--- src/rtl/vdp_pkg.sv ---
// Shared definitions for the VDP CPU bus front end.
//   PORT_VRAM / PORT_VDP : port-select encoding carried with each queued write and read request
//   vdp_state_e          : bus sequencer states
//   port_sel()           : maps a decoded I/O address onto the port-select encoding
`timescale 1ns/1ps
package vdp_pkg;

  localparam logic PORT_VRAM = 1'b0;
  localparam logic PORT_VDP  = 1'b1;

  typedef enum logic [2:0] {
    ST_IDLE    = 3'd0,
    ST_WR_HOLD = 3'd1,
    ST_RD_WAIT = 3'd2,
    ST_RD_DATA = 3'd3,
    ST_RD_HOLD = 3'd4
  } vdp_state_e;

  // Only the register port address selects PORT_VDP; anything else maps to VRAM
  // (callers gate with their own address-match first).
  function automatic logic port_sel(input logic [7:0] addr, input logic [7:0] vdp_addr);
    return (addr == vdp_addr) ? PORT_VDP : PORT_VRAM;
  endfunction

endpackage

--- src/rtl/vdp_bus_fifo.sv ---
// Generic first-word-fall-through FIFO with registered storage.
//   clk_i, rst_n_i : clock, asynchronous active-low reset (flushes pointers and storage)
//   push_i, data_i : write strobe and data; a push into a full FIFO is accepted only with a pop
//   pop_i          : consume the head entry (ignored when empty)
//   valid_o        : head entry present
//   full_o         : no free entry
//   data_o         : head entry
`timescale 1ns/1ps
module vdp_bus_fifo #(
  parameter int WIDTH = 9,
  parameter int DEPTH = 4
) (
  input  logic             clk_i,
  input  logic             rst_n_i,
  input  logic             push_i,
  input  logic [WIDTH-1:0] data_i,
  input  logic             pop_i,
  output logic             valid_o,
  output logic             full_o,
  output logic [WIDTH-1:0] data_o
);

  localparam int AW = $clog2(DEPTH);

  logic [WIDTH-1:0] mem_q [DEPTH];
  logic [AW:0]      wr_ptr_q;
  logic [AW:0]      rd_ptr_q;
  logic             empty_s;
  logic             full_s;
  logic             do_push_s;
  logic             do_pop_s;

  // The extra top pointer bit distinguishes full from empty when the indices match.
  assign empty_s   = (wr_ptr_q == rd_ptr_q);
  assign full_s    = (wr_ptr_q[AW] != rd_ptr_q[AW]) && (wr_ptr_q[AW-1:0] == rd_ptr_q[AW-1:0]);
  assign do_pop_s  = pop_i & ~empty_s;
  // When full, the slot being written is the one being popped this cycle.
  assign do_push_s = push_i & (~full_s | do_pop_s);

  // Storage and pointer update; storage is cleared so the head reads zero after reset.
  always_ff @(posedge clk_i or negedge rst_n_i) begin
    if (!rst_n_i) begin
      wr_ptr_q <= '0;
      rd_ptr_q <= '0;
      for (int i = 0; i < DEPTH; i++) begin
        mem_q[i] <= '0;
      end
    end else begin
      if (do_push_s) begin
        mem_q[wr_ptr_q[AW-1:0]] <= data_i;
        wr_ptr_q <= wr_ptr_q + {{AW{1'b0}}, 1'b1};
      end
      if (do_pop_s) begin
        rd_ptr_q <= rd_ptr_q + {{AW{1'b0}}, 1'b1};
      end
    end
  end

  assign valid_o = ~empty_s;
  assign full_o  = full_s;
  assign data_o  = mem_q[rd_ptr_q[AW-1:0]];

endmodule

--- src/rtl/vdp_bus_sync.sv ---
// CPU I/O front end for the VDP: synchronises and de-glitches the CPU strobes, decodes the
// VRAM and register ports, queues writes in a FWFT FIFO and sequences reads.
//   clk40m, rst_n          : 40 MHz clock, asynchronous active-low reset
//   cpu_a, cpu_d_i         : CPU address / write data (asynchronous, stable across a strobe)
//   cpu_in_n, cpu_out_n    : CPU read / write strobes, active low, asynchronous
//   cpu_d_o, cpu_d_oe      : read data and its tristate enable
//   wr_valid/ready/port/data : write queue head towards vdp_cpu
//   rd_req, rd_port        : read request pulse and its port (port held until the next request)
//   rd_valid, rd_data      : read response from vdp_cpu
//   ovf                    : sticky write-dropped flag, cleared only by reset
`timescale 1ns/1ps
module vdp_bus_sync
  import vdp_pkg::*;
#(
  parameter logic [7:0] CPU_VRAM_PORT = 8'h01,
  parameter logic [7:0] CPU_VDP_PORT  = 8'h02,
  parameter int         SYNC_STAGES   = 2,
  parameter int         FILT_CYCLES   = 3,
  parameter int         FIFO_DEPTH    = 4
) (
  input  logic       clk40m,
  input  logic       rst_n,
  input  logic [7:0] cpu_a,
  input  logic [7:0] cpu_d_i,
  output logic [7:0] cpu_d_o,
  output logic       cpu_d_oe,
  input  logic       cpu_in_n,
  input  logic       cpu_out_n,
  output logic       wr_valid,
  input  logic       wr_ready,
  output logic       wr_port,
  output logic [7:0] wr_data,
  output logic       rd_req,
  output logic       rd_port,
  input  logic       rd_valid,
  input  logic [7:0] rd_data,
  output logic       ovf
);

  localparam logic [2:0] FILT_LAST = 3'(FILT_CYCLES - 1);

  // Index 0 is the read strobe, index 1 the write strobe.
  logic [1:0] strobe_n_s;
  logic [1:0] qual_s;
  logic [1:0] rise_s;

  assign strobe_n_s = {cpu_out_n, cpu_in_n};

  for (genvar g = 0; g < 2; g++) begin : g_strobe
    logic [SYNC_STAGES-1:0] sync_q;
    logic [2:0]             cnt_q;
    logic                   qual_q;
    logic                   rise_q;
    logic                   active_s;

    assign active_s = ~sync_q[SYNC_STAGES-1];

    // Synchroniser plus saturating filter. The qualified level starts asserted so a strobe
    // already low at reset release must first be seen high before it can qualify again;
    // rise_q marks only a genuine inactive-to-active transition.
    always_ff @(posedge clk40m or negedge rst_n) begin
      if (!rst_n) begin
        sync_q <= '1;
        cnt_q  <= 3'd0;
        qual_q <= 1'b1;
        rise_q <= 1'b0;
      end else begin
        sync_q <= {sync_q[SYNC_STAGES-2:0], strobe_n_s[g]};
        rise_q <= 1'b0;
        if (active_s != qual_q) begin
          if (cnt_q == FILT_LAST) begin
            qual_q <= active_s;
            cnt_q  <= 3'd0;
            rise_q <= active_s;
          end else begin
            cnt_q <= cnt_q + 3'd1;
          end
        end else begin
          cnt_q <= 3'd0;
        end
      end
    end

    assign qual_s[g] = qual_q;
    assign rise_s[g] = rise_q;
  end

  logic in_qual_s, out_qual_s, in_rise_s, out_rise_s;
  assign in_qual_s  = qual_s[0];
  assign out_qual_s = qual_s[1];
  assign in_rise_s  = rise_s[0];
  assign out_rise_s = rise_s[1];

  vdp_state_e state_q;
  logic [7:0] cap_a_q;
  logic [7:0] cap_d_q;
  logic       rd_req_q;
  logic       rd_port_q;
  logic [7:0] d_o_q;
  logic       oe_q;
  logic       ovf_q;

  logic       match_s;
  logic       port_s;
  logic       push_s;
  logic       pop_s;
  logic       ovf_set_s;
  logic       fifo_valid_s;
  logic       fifo_full_s;
  logic [8:0] fifo_dout_s;

  assign match_s = (cap_a_q == CPU_VRAM_PORT) || (cap_a_q == CPU_VDP_PORT);
  assign port_s  = port_sel(cap_a_q, CPU_VDP_PORT);
  assign pop_s   = fifo_valid_s & wr_ready;

  // Write acceptance: a full FIFO still takes the push when the head is popped in the same cycle.
  always_comb begin
    push_s    = 1'b0;
    ovf_set_s = 1'b0;
    if ((state_q == ST_IDLE) && out_rise_s && match_s) begin
      if (!fifo_full_s || pop_s) begin
        push_s = 1'b1;
      end else begin
        ovf_set_s = 1'b1;
      end
    end else begin
      push_s    = 1'b0;
      ovf_set_s = 1'b0;
    end
  end

  // Bus sequencer with registered CPU-side outputs. Address/data are sampled every idle
  // cycle; by the time a strobe qualifies the CPU has held them stable for several cycles,
  // so the copy used on the qualifying cycle is clean.
  always_ff @(posedge clk40m or negedge rst_n) begin
    if (!rst_n) begin
      state_q   <= ST_IDLE;
      cap_a_q   <= 8'h00;
      cap_d_q   <= 8'h00;
      rd_req_q  <= 1'b0;
      rd_port_q <= 1'b0;
      d_o_q     <= 8'h00;
      oe_q      <= 1'b0;
      ovf_q     <= 1'b0;
    end else begin
      rd_req_q <= 1'b0;
      if (ovf_set_s) begin
        ovf_q <= 1'b1;
      end
      case (state_q)
        ST_IDLE: begin
          cap_a_q <= cpu_a;
          cap_d_q <= cpu_d_i;
          oe_q    <= 1'b0;
          // A write qualifying together with a read takes precedence; the read is dropped.
          if (out_rise_s) begin
            if (match_s) begin
              state_q <= ST_WR_HOLD;
            end
          end else if (in_rise_s && match_s) begin
            state_q <= ST_RD_WAIT;
          end
        end
        ST_WR_HOLD: begin
          if (!out_qual_s) begin
            state_q <= ST_IDLE;
          end
        end
        ST_RD_WAIT: begin
          // Earlier queued writes (address setup) must drain before the read is issued.
          if (!in_qual_s) begin
            state_q <= ST_IDLE;
          end else if (!fifo_valid_s) begin
            rd_req_q  <= 1'b1;
            rd_port_q <= port_s;
            state_q   <= ST_RD_DATA;
          end
        end
        ST_RD_DATA: begin
          if (!in_qual_s) begin
            state_q <= ST_IDLE;
          end else if (rd_valid) begin
            d_o_q   <= rd_data;
            oe_q    <= 1'b1;
            state_q <= ST_RD_HOLD;
          end
        end
        ST_RD_HOLD: begin
          if (!in_qual_s) begin
            oe_q    <= 1'b0;
            state_q <= ST_IDLE;
          end
        end
        default: begin
          oe_q    <= 1'b0;
          state_q <= ST_IDLE;
        end
      endcase
    end
  end

  vdp_bus_fifo #(
    .WIDTH (9),
    .DEPTH (FIFO_DEPTH)
  ) u_fifo (
    .clk_i   (clk40m),
    .rst_n_i (rst_n),
    .push_i  (push_s),
    .data_i  ({port_s, cap_d_q}),
    .pop_i   (pop_s),
    .valid_o (fifo_valid_s),
    .full_o  (fifo_full_s),
    .data_o  (fifo_dout_s)
  );

  assign wr_valid = fifo_valid_s;
  assign wr_port  = fifo_dout_s[8];
  assign wr_data  = fifo_dout_s[7:0];
  assign rd_req   = rd_req_q;
  assign rd_port  = rd_port_q;
  assign cpu_d_o  = d_o_q;
  assign cpu_d_oe = oe_q;
  assign ovf      = ovf_q;

endmodule

--- config.mk ---
export PLATFORM = sky130hd
export DESIGN_NAME = vdp_bus_sync
export DESIGN_NICKNAME = d
export VERILOG_FILES = /design/src/rtl/vdp_pkg.sv /design/src/rtl/vdp_bus_fifo.sv /design/src/rtl/vdp_bus_sync.sv
export SDC_FILE = /design/constraint.sdc
export NUM_CORES = 1
export LEC_CHECK = 0
export BUFFER_PORTS_ARGS = -buffer_cell sky130_fd_sc_hd__buf_2
export CORE_ASPECT_RATIO = 2
export CORE_MARGIN = 10
export CORE_UTILIZATION = 50
export DETAILED_ROUTE_END_ITERATION = 16
export GPL_TIMING_DRIVEN = 0
export PLACE_DENSITY = 0.74
export SKIP_CTS_REPAIR_TIMING = 1
export SYNTH_ARGS = -nofsm -noshare
export SYNTH_HDL_FRONTEND = slang
export SYNTH_SLANG_ARGS = --single-unit
--- constraint.sdc ---
create_clock -name clk40m -period 1.9 [get_ports clk40m]
set_clock_uncertainty 0.15 [all_clocks]
set_input_delay 0.285 -clock clk40m [delete_from_list [all_inputs] [get_ports clk40m]]
set_output_delay 0.285 -clock clk40m [all_outputs]
set_load 0.005 [all_outputs]
==> results of run 1 <==
==> where the power goes <==
group	switching (W)	total, W	internal (W)
clock network	0.000716	0.00194	0.00123
logic	0.000466	0.000940	0.000474
registers	0.000151	0.00216	0.00201
total	0.00133	0.00505	0.00371
==> kinds of logic (layout without fill, tap and decap cells) <==
kind of cell	Yosys count	in the layout	synth area share, %
AND/OR/NAND/NOR	98	99	13.57
XOR/XNOR	12	12	2.746
multiplexers	56	56	20.01
adder cells (fa/ha/maj)	5	5	1.635
buffers and inverters	18	104	2.321
AO/OA/AOI/OAI	16	16	2.648
flip-flops	87	87	57.08
==> routing by layer <==
| layer | vias up | global-route usage [%] |
|---|---|---|
| li1 | 1175 | - |
| met1 | 1295 | 14.72 |
| met4 | 0 | 7.027 |
| met3 | 17 | 4.255 |
| met5 | - | 0 |
| met2 | 61 | 24.48 |
==> Yosys cell counts (all sizes together) (2+ instances only) <==
cell	instances
dfrtp	81
nand2	53
mux2	47
mux4	9
nor2	9
xor2	8
buf	7
clkbuf	7
dfstp	6
nor3b	6
ha	5
a21oi	4
inv	4
nand2b	4
nand3b	4
nor3	4
nor4	4
o21ai	4
xnor2	4
or3b	3
a21o	2
nand3	2
nand4	2
nor2b	2
or3	2
==> worst min-delay path, stage by stage <==
cell and delay, ps:
sky130_fd_sc_hd__buf_2 80, sky130_fd_sc_hd__nand2_1 40, sky130_fd_sc_hd__nand2_1 40
==> placed cells by master (no fill, tap or decap), types with 5 or more instances in the layout <==
master / synthesis / final
sky130_fd_sc_hd__buf_4: 0 / 16
sky130_fd_sc_hd__ha_1: 5 / 5
sky130_fd_sc_hd__dlygate4sd3_1: 0 / 7
sky130_fd_sc_hd__nor2_1: 9 / 6
sky130_fd_sc_hd__mux2_2: 38 / 30
sky130_fd_sc_hd__xor2_1: 8 / 8
sky130_fd_sc_hd__nor3b_1: 6 / 5
sky130_fd_sc_hd__buf_2: 5 / 49
sky130_fd_sc_hd__clkbuf_16: 0 / 10
sky130_fd_sc_hd__buf_6: 2 / 5
sky130_fd_sc_hd__dfrtp_1: 81 / 79
sky130_fd_sc_hd__mux4_2: 9 / 9
sky130_fd_sc_hd__mux2_4: 9 / 17
sky130_fd_sc_hd__nand2_1: 53 / 52
sky130_fd_sc_hd__dfstp_2: 6 / 6
==> per-stage QoR <==
stage	std cells	hold slack (ps)	util (%)	cell area, sq um	total power [W]
after floorplan	292	-160.6	-	3841	0.002642
final	473	-22.34	65.52	4943	0.005046
after CTS	454	-213.4	60.68	4578	0.004831
after global routing	473	1.314	65.52	4943	0.005248
after detailed placement	438	152.8	56.25	4244	0.002886
after global placement	437	196.3	55.85	4214	0.002841
==> cell type report <==
type	instances	area (sq um)	area share (%)
multi-input combinational	188	1708	34.55
clock buffer	12	256.5	5.189
tap	94	117.6	2.379
sequential	87	2187	44.24
timing repair buffer	73	488.0	9.871
buffer	11	93.84	1.898
clock inverter	4	77.57	1.569
inverter	4	15.01	0.3037
==> worst paths after layout <==
kind / to / startpoint / slack [ps] / cells past startpoint
min reg2reg: g_strobe[0].sync_q[1] / g_strobe[0].sync_q[0] / 210 / 0
max: u_fifo.mem_q[16] / state_q[1] / -290 / 5
max in group asynchronous: state_q[2] / rst_n / 680 / 3
min in group asynchronous: cpu_d_o[6] / rst_n / 310 / 2
min: cap_d_q[0] / cpu_d_i[0] / -20 / 3
max reg2reg: u_fifo.mem_q[16] / state_q[1] / -290 / 5
==> sequential cells by signal (all words and copies together) (netlist names) <==
signal	cells
cpu_d_o	8
u_fifo.mem_q	36
cap_a_q	8
g_strobe.qual_q	2
g_strobe.sync_q	4
u_fifo.wr_ptr_q	3
g_strobe.rise_q	2
u_fifo.rd_ptr_q	3
cap_d_q	8
ovf	1
rd_req	1
g_strobe.cnt_q	6
rd_port	1
state_q	3
cpu_d_oe	1
==> impl_results.rst, run 1 <==
.. list-table::
   :header-rows: 1

   * - Metric
     - Value
   * - First-pass GRT wire length
     - ~13 mm
   * - Number of distinct library cell variants in the gate-level netlist after synthesis
     - 40
   * - Post-detailed-placement half-perimeter wirelength
     - approximately 5.3 mm
   * - Die boundary width
     - 81.87 um
   * - Worst setup slack after layout
     - -292.8 ps
   * - Worst Setup Slack post-DPL
     - -501.0 ps
   * - Die span in y
     - between 100 and 150 um
   * - First-pass DRT Iterations
     - 4
   * - Clock-pin slew on the worst setup and hold paths
     - 70 ps
   * - CTS sink count
     - between 80 and 90
   * - Count of yosys warnings during synthesis
     - 0
   * - Required time at the endpoint of the critical path
     - around 2000 ps
   * - Setup violators final
     - between 40 and 50
   * - Filler cell count in the final layout
     - 565
   * - Synth Instances
     - 292
   * - Input/output buffers
     - 51
   * - Worst hold margin
     - -22.34 ps
   * - Vias per cell
     - 5.387
   * - Boundary Pins
     - between 50 and 60
   * - Cell area after synthesis
     - 3827 sq um
   * - Number of synthesized register bits
     - 87
   * - Top cell type by total area after synthesis
     - sky130_fd_sc_hd__dfrtp_1
   * - Final Hold Vio Count
     - 8
   * - Final Max Slew Viols
     - 0
   * - Detailed route wirelength on metal3
     - 456 um
   * - Actual slew at the worst max-slew pin
     - roughly 540 ps
   * - Synth top area share
     - between 50% and 60%
   * - Number of buffers inserted during clock tree synthesis
     - 9
   * - Crit path launch type
     - flip-flop
   * - Clock tree from TritonCTS
     - built
   * - Number of buffers and inverters on the critical path
     - 1
   * - Standby leakage power
     - ~2.5 nW
   * - Skew-Pair Late Insertion Delay
     - roughly 340 ps
   * - Proportion of synthesized chip area in sequential cells
     - a little under three fifths
   * - Sequence of cells on the critical path
     - buf_6, nor4b_4, nand4_4, or3b_4, mux2_4
   * - Gp weighted congestion
     - 0.7826
   * - Die area
     - ~12,000 sq um
   * - Dominant synthesized flop cell
     - sky130_fd_sc_hd__dfrtp_1
   * - CP max-delay cell
     - sky130_fd_sc_hd__or3b_4
   * - Antenna violations before repair
     - 0
   * - Post-route minimum period
     - 2193 ps
   * - Max-slew headroom at the worst pin
     - approximately 64%
   * - Area growth from synthesis to layout
     - 29.16%
   * - Number of H-tree branching levels
     - 3
   * - Total Negative Setup Slacks
     - -10,470 ps
   * - DRC
     - 0
   * - Highest metal layer with signal wires
     - met4
   * - Maximum fanout along the worst path
     - 7
   * - Routed wire per std cell
     - between 15 and 20 um
   * - MaxCap Viol Count
     - 0
   * - GRT Overall Usage
     - between 10% and 20%
   * - Synth Area per Inst
     - roughly 13 sq um
   * - Placement row count
     - between 40 and 50
   * - Post-synth EDFFs
     - 0
   * - CTS max path bufs
     - 2
   * - Routed vias
     - between 2,000 and 3,000
   * - Fraction of final layout cells with drive strength greater than 1
     - 46.44%
   * - Net count after synthesis
     - between 300 and 400
   * - Iteration-0 DRC count of the detailed router
     - roughly 150
   * - Starting utilization of the core area
     - approximately half
   * - Sum of overflow across all layers after global routing
     - 0
   * - Result of the run
     - finished with violations
   * - Class of the worst hold path
     - in -> reg
   * - Cell type group with the largest total delay on the critical path
     - simple AND/OR/NAND/NOR gates
   * - Maximum number of pins on one net before global-route repair
     - 49
   * - Antenna Cells
     - 0
   * - Final cycle utilization of the critical path
     - 115.4%
   * - Clock root cell
     - sky130_fd_sc_hd__clkbuf_16
   * - Leading post-synthesis cells by cell area
     - sky130_fd_sc_hd__dfrtp_1 53%, sky130_fd_sc_hd__mux2_2 11%, sky130_fd_sc_hd__mux4_2 5.3%
   * - Number of nets in the finished design
     - 409
   * - Highest achievable clock rate
     - 456.0 MHz
   * - Capturing element type of the critical path
     - flip-flop
   * - Worst setup path class
     - reg -> reg
   * - Power per cell area
     - roughly 1000 nW/um^2
   * - Critical Path Max Stage Delay
     - between 500 and 600 ps
   * - Met2 wirelength from detailed routing
     - approximately 4.9 mm
   * - Final antenna-violating net count
     - 0
   * - FFs w/ async S/R, synth
     - 100.0%
   * - Vias in the first global route
     - 2,612
   * - Violated checks
     - negative hold slack, negative setup slack
   * - Data arrival time at the worst-slack endpoint
     - roughly 2300 ps
   * - Worst ir drop on vdd
     - 810.6 uV
   * - Setup repair after global routing missed its margin
     - yes
   * - Met1 WL
     - around 3.2 mm
   * - Core area
     - around 7500 sq um
   * - Final wirelength
     - between 8 and 9 mm
Power figures use the tool's default switching activity.
==> inputs of run 2 (changes only) <==
- SKIP_CTS_REPAIR_TIMING: 1 -> unset
==> run 2 against run 1 <==
Clock power about the same. Largest power group unchanged. Global-route usage increased by 1.3 points. The flow finishes with violations (negative setup slack). Die area unchanged. Utilization increased by 1.3 points. Flip-flop and latch count unchanged. Highest routed layer unchanged. Combinational power increased by 7%.
==> impl_results.rst, run 2 (synthesis gave the netlist of run 1 again) <==
.. list-table::
   :header-rows: 1

   * - Metric
     - Value
   * - Cell count after placement
     - 438
   * - Layout Cell Area excl Fill
     - approximately 5000 sq um
   * - Worst Setup Slack post-DPL
     - -501.0 ps
   * - Skew-Pair Late Insertion Delay
     - 340 ps
   * - Maximum number of pins on one net before global-route repair
     - ~50
   * - First-pass DRT Iterations
     - 4
   * - Commonest non-fill, non-tap cell in the layout
     - sky130_fd_sc_hd__dfrtp_1
   * - Number of H-tree branching levels
     - 3
   * - Core area
     - 7545 sq um
   * - First-pass GRT wire length
     - 13.65 mm
   * - Highest achievable clock rate
     - between 400 and 500 MHz
   * - Vias in the first global route
     - between 2,000 and 3,000
   * - Clock root cell
     - sky130_fd_sc_hd__clkbuf_16
   * - Required time at the endpoint of the critical path
     - 1970 ps
   * - Routed vias
     - ~2,500
   * - Number of buffers inserted during clock tree synthesis
     - 9
   * - Final Hold Vio Count
     - 0
   * - Worst hold margin
     - roughly 13 ps
   * - DRC
     - 0
   * - Die span in y
     - about 140 um
   * - Clock-pin slew on the worst setup and hold paths
     - ~60 ps
   * - Iteration-0 DRC count of the detailed router
     - 153
   * - Die boundary width
     - slightly above 80 um
   * - Clock tree from TritonCTS
     - built
   * - Sum of overflow across all layers after global routing
     - 0
   * - Post-detailed-placement half-perimeter wirelength
     - ~5.3 mm
   * - Max-slew headroom at the worst pin
     - between 60 and 70%
   * - Capturing element type of the critical path
     - flip-flop
   * - Fraction of final layout cells with drive strength greater than 1
     - a little under half
   * - Die area
     - between 10,000 and 15,000 sq um
   * - Power per cell area
     - 1018 nW/um^2
   * - Gp weighted congestion
     - between 0.7 and 0.8
   * - Post-detailed-placement cell area
     - roughly 4200 sq um
   * - Class of the worst hold path
     - in -> reg
   * - Crit path launch type
     - flip-flop
   * - Number of flip-flops in the largest register
     - 36
   * - Post-Layout Cell Count
     - 485
   * - Number of nets in the finished design
     - between 400 and 500
   * - Starting utilization of the core area
     - 50.73%
   * - Area growth from synthesis to layout
     - 31.71%
   * - Result of the run
     - finished with violations
   * - Data arrival time at the worst-slack endpoint
     - 2250 ps
   * - Final Max Slew Viols
     - 0
   * - GRT Overall Usage
     - between 10% and 20%
   * - Most frequent cells in the layout
     - 78 x sky130_fd_sc_hd__dfrtp_1, 52 x sky130_fd_sc_hd__nand2_1, 48 x sky130_fd_sc_hd__buf_2
   * - Final cycle utilization of the critical path
     - 114.3%
   * - Setup repair after global routing missed its margin
     - yes
   * - CTS sink count
     - 87
   * - Violated checks
     - negative setup slack
   * - Standby leakage power
     - between 2 and 2.5 nW
   * - Placement row count
     - 45
   * - Actual slew at the worst max-slew pin
     - between 500 and 600 ps
   * - Input/output buffers
     - between 50 and 60
   * - MaxCap Viol Count
     - 0
   * - Antenna Cells
     - 0
   * - Final wirelength
     - approximately 8.5 mm
   * - Maximum fanout along the worst path
     - 6
   * - Worst setup path class
     - reg -> reg
   * - Antenna violations before repair
     - 0
   * - Routed wire per std cell
     - between 15 and 20 um
   * - Worst ir drop on vdd
     - approximately 740 uV
   * - Boundary Pins
     - between 50 and 60
   * - Post-route minimum period
     - approximately 2200 ps
   * - Final antenna-violating net count
     - 0
   * - Vias per cell
     - about 5.3
   * - Register with the highest flop count
     - u_fifo.mem_q
   * - Worst setup slack after layout
     - -271.8 ps
   * - Setup violators final
     - 47
   * - CTS max path bufs
     - 2
-- run 2: cell type report --
type                    count  area [sq um]
fillers                   566          2504
inverters                   4         15.01
clock inverters             4         77.57
clock buffers              12         256.5
repair buffers             88         629.4
flip-flops and latches     87          2188
plain buffers               9         78.83
well taps                  94         117.6
multi-input cells         187          1678
-- run 2: path summary, 6_finish.rpt --
check / startpoint / endpoint / slack [ps] / depth (start not counted)
max: state_q[1] / u_fifo.mem_q[15] / -270 / 5
min: cpu_a[6] / cap_a_q[6] / 10 / 3
max reg2reg: state_q[1] / u_fifo.mem_q[15] / -270 / 5
min reg2reg: g_strobe[0].sync_q[0] / g_strobe[0].sync_q[1] / 210 / 0
max in group asynchronous: rst_n / state_q[2] / 680 / 3
min in group asynchronous: rst_n / cpu_d_o[6] / 310 / 2
-- run 2: what timing repair did --
action / 4_1_cts / 5_1_grt
endpoints found under the setup margin: 76 / 62
hold buffers: 15 / 0
endpoints found under the hold margin: 47 / 0
setup buffers: 11 / 9
pin swaps: 2 / 3
cloned: 2 / 0
resized for setup: 27 / 15
-- run 2: metrics by stage --
| stage | util [%] | total power (W) | setup TNS, ps |
|---|---|---|---|
| after floorplan | - | 0.002642 | -2243 |
| after global placement | 55.85 | 0.002841 | -41130 |
| final | 66.82 | 0.005132 | -9025 |
| after CTS | 65.51 | 0.005171 | -9009 |
| after global routing | 66.82 | 0.005365 | -12330 |
| after detailed placement | 56.25 | 0.002886 | -19070 |
-- run 2: critical path, stage by stage, from the launching register on --
cell and delay, ps:
sky130_fd_sc_hd__dfrtp_1 440, sky130_fd_sc_hd__nor4b_4 370, sky130_fd_sc_hd__nand4_4 190, sky130_fd_sc_hd__or3b_4 450
sky130_fd_sc_hd__buf_8 160, sky130_fd_sc_hd__mux2_4 300
-- run 2: layer usage --
layer | share of wire [%] | up-vias | track usage (%)
li1 | - | 1195 | -
met4 | 2.5 | 0 | 7.477
met2 | 56 | 59 | 27.30
met3 | 4.3 | 17 | 4.193
met5 | 0 | - | 0
met1 | 37 | 1277 | 15.99
-- run 2: report_power, final --
| group | internal, W | switching [W] | total [W] |
|---|---|---|---|
| combinational | 0.000555 | 0.000455 | 0.00101 |
| sequential | 0.00201 | 0.000165 | 0.00218 |
| clock | 0.00123 | 0.000717 | 0.00195 |
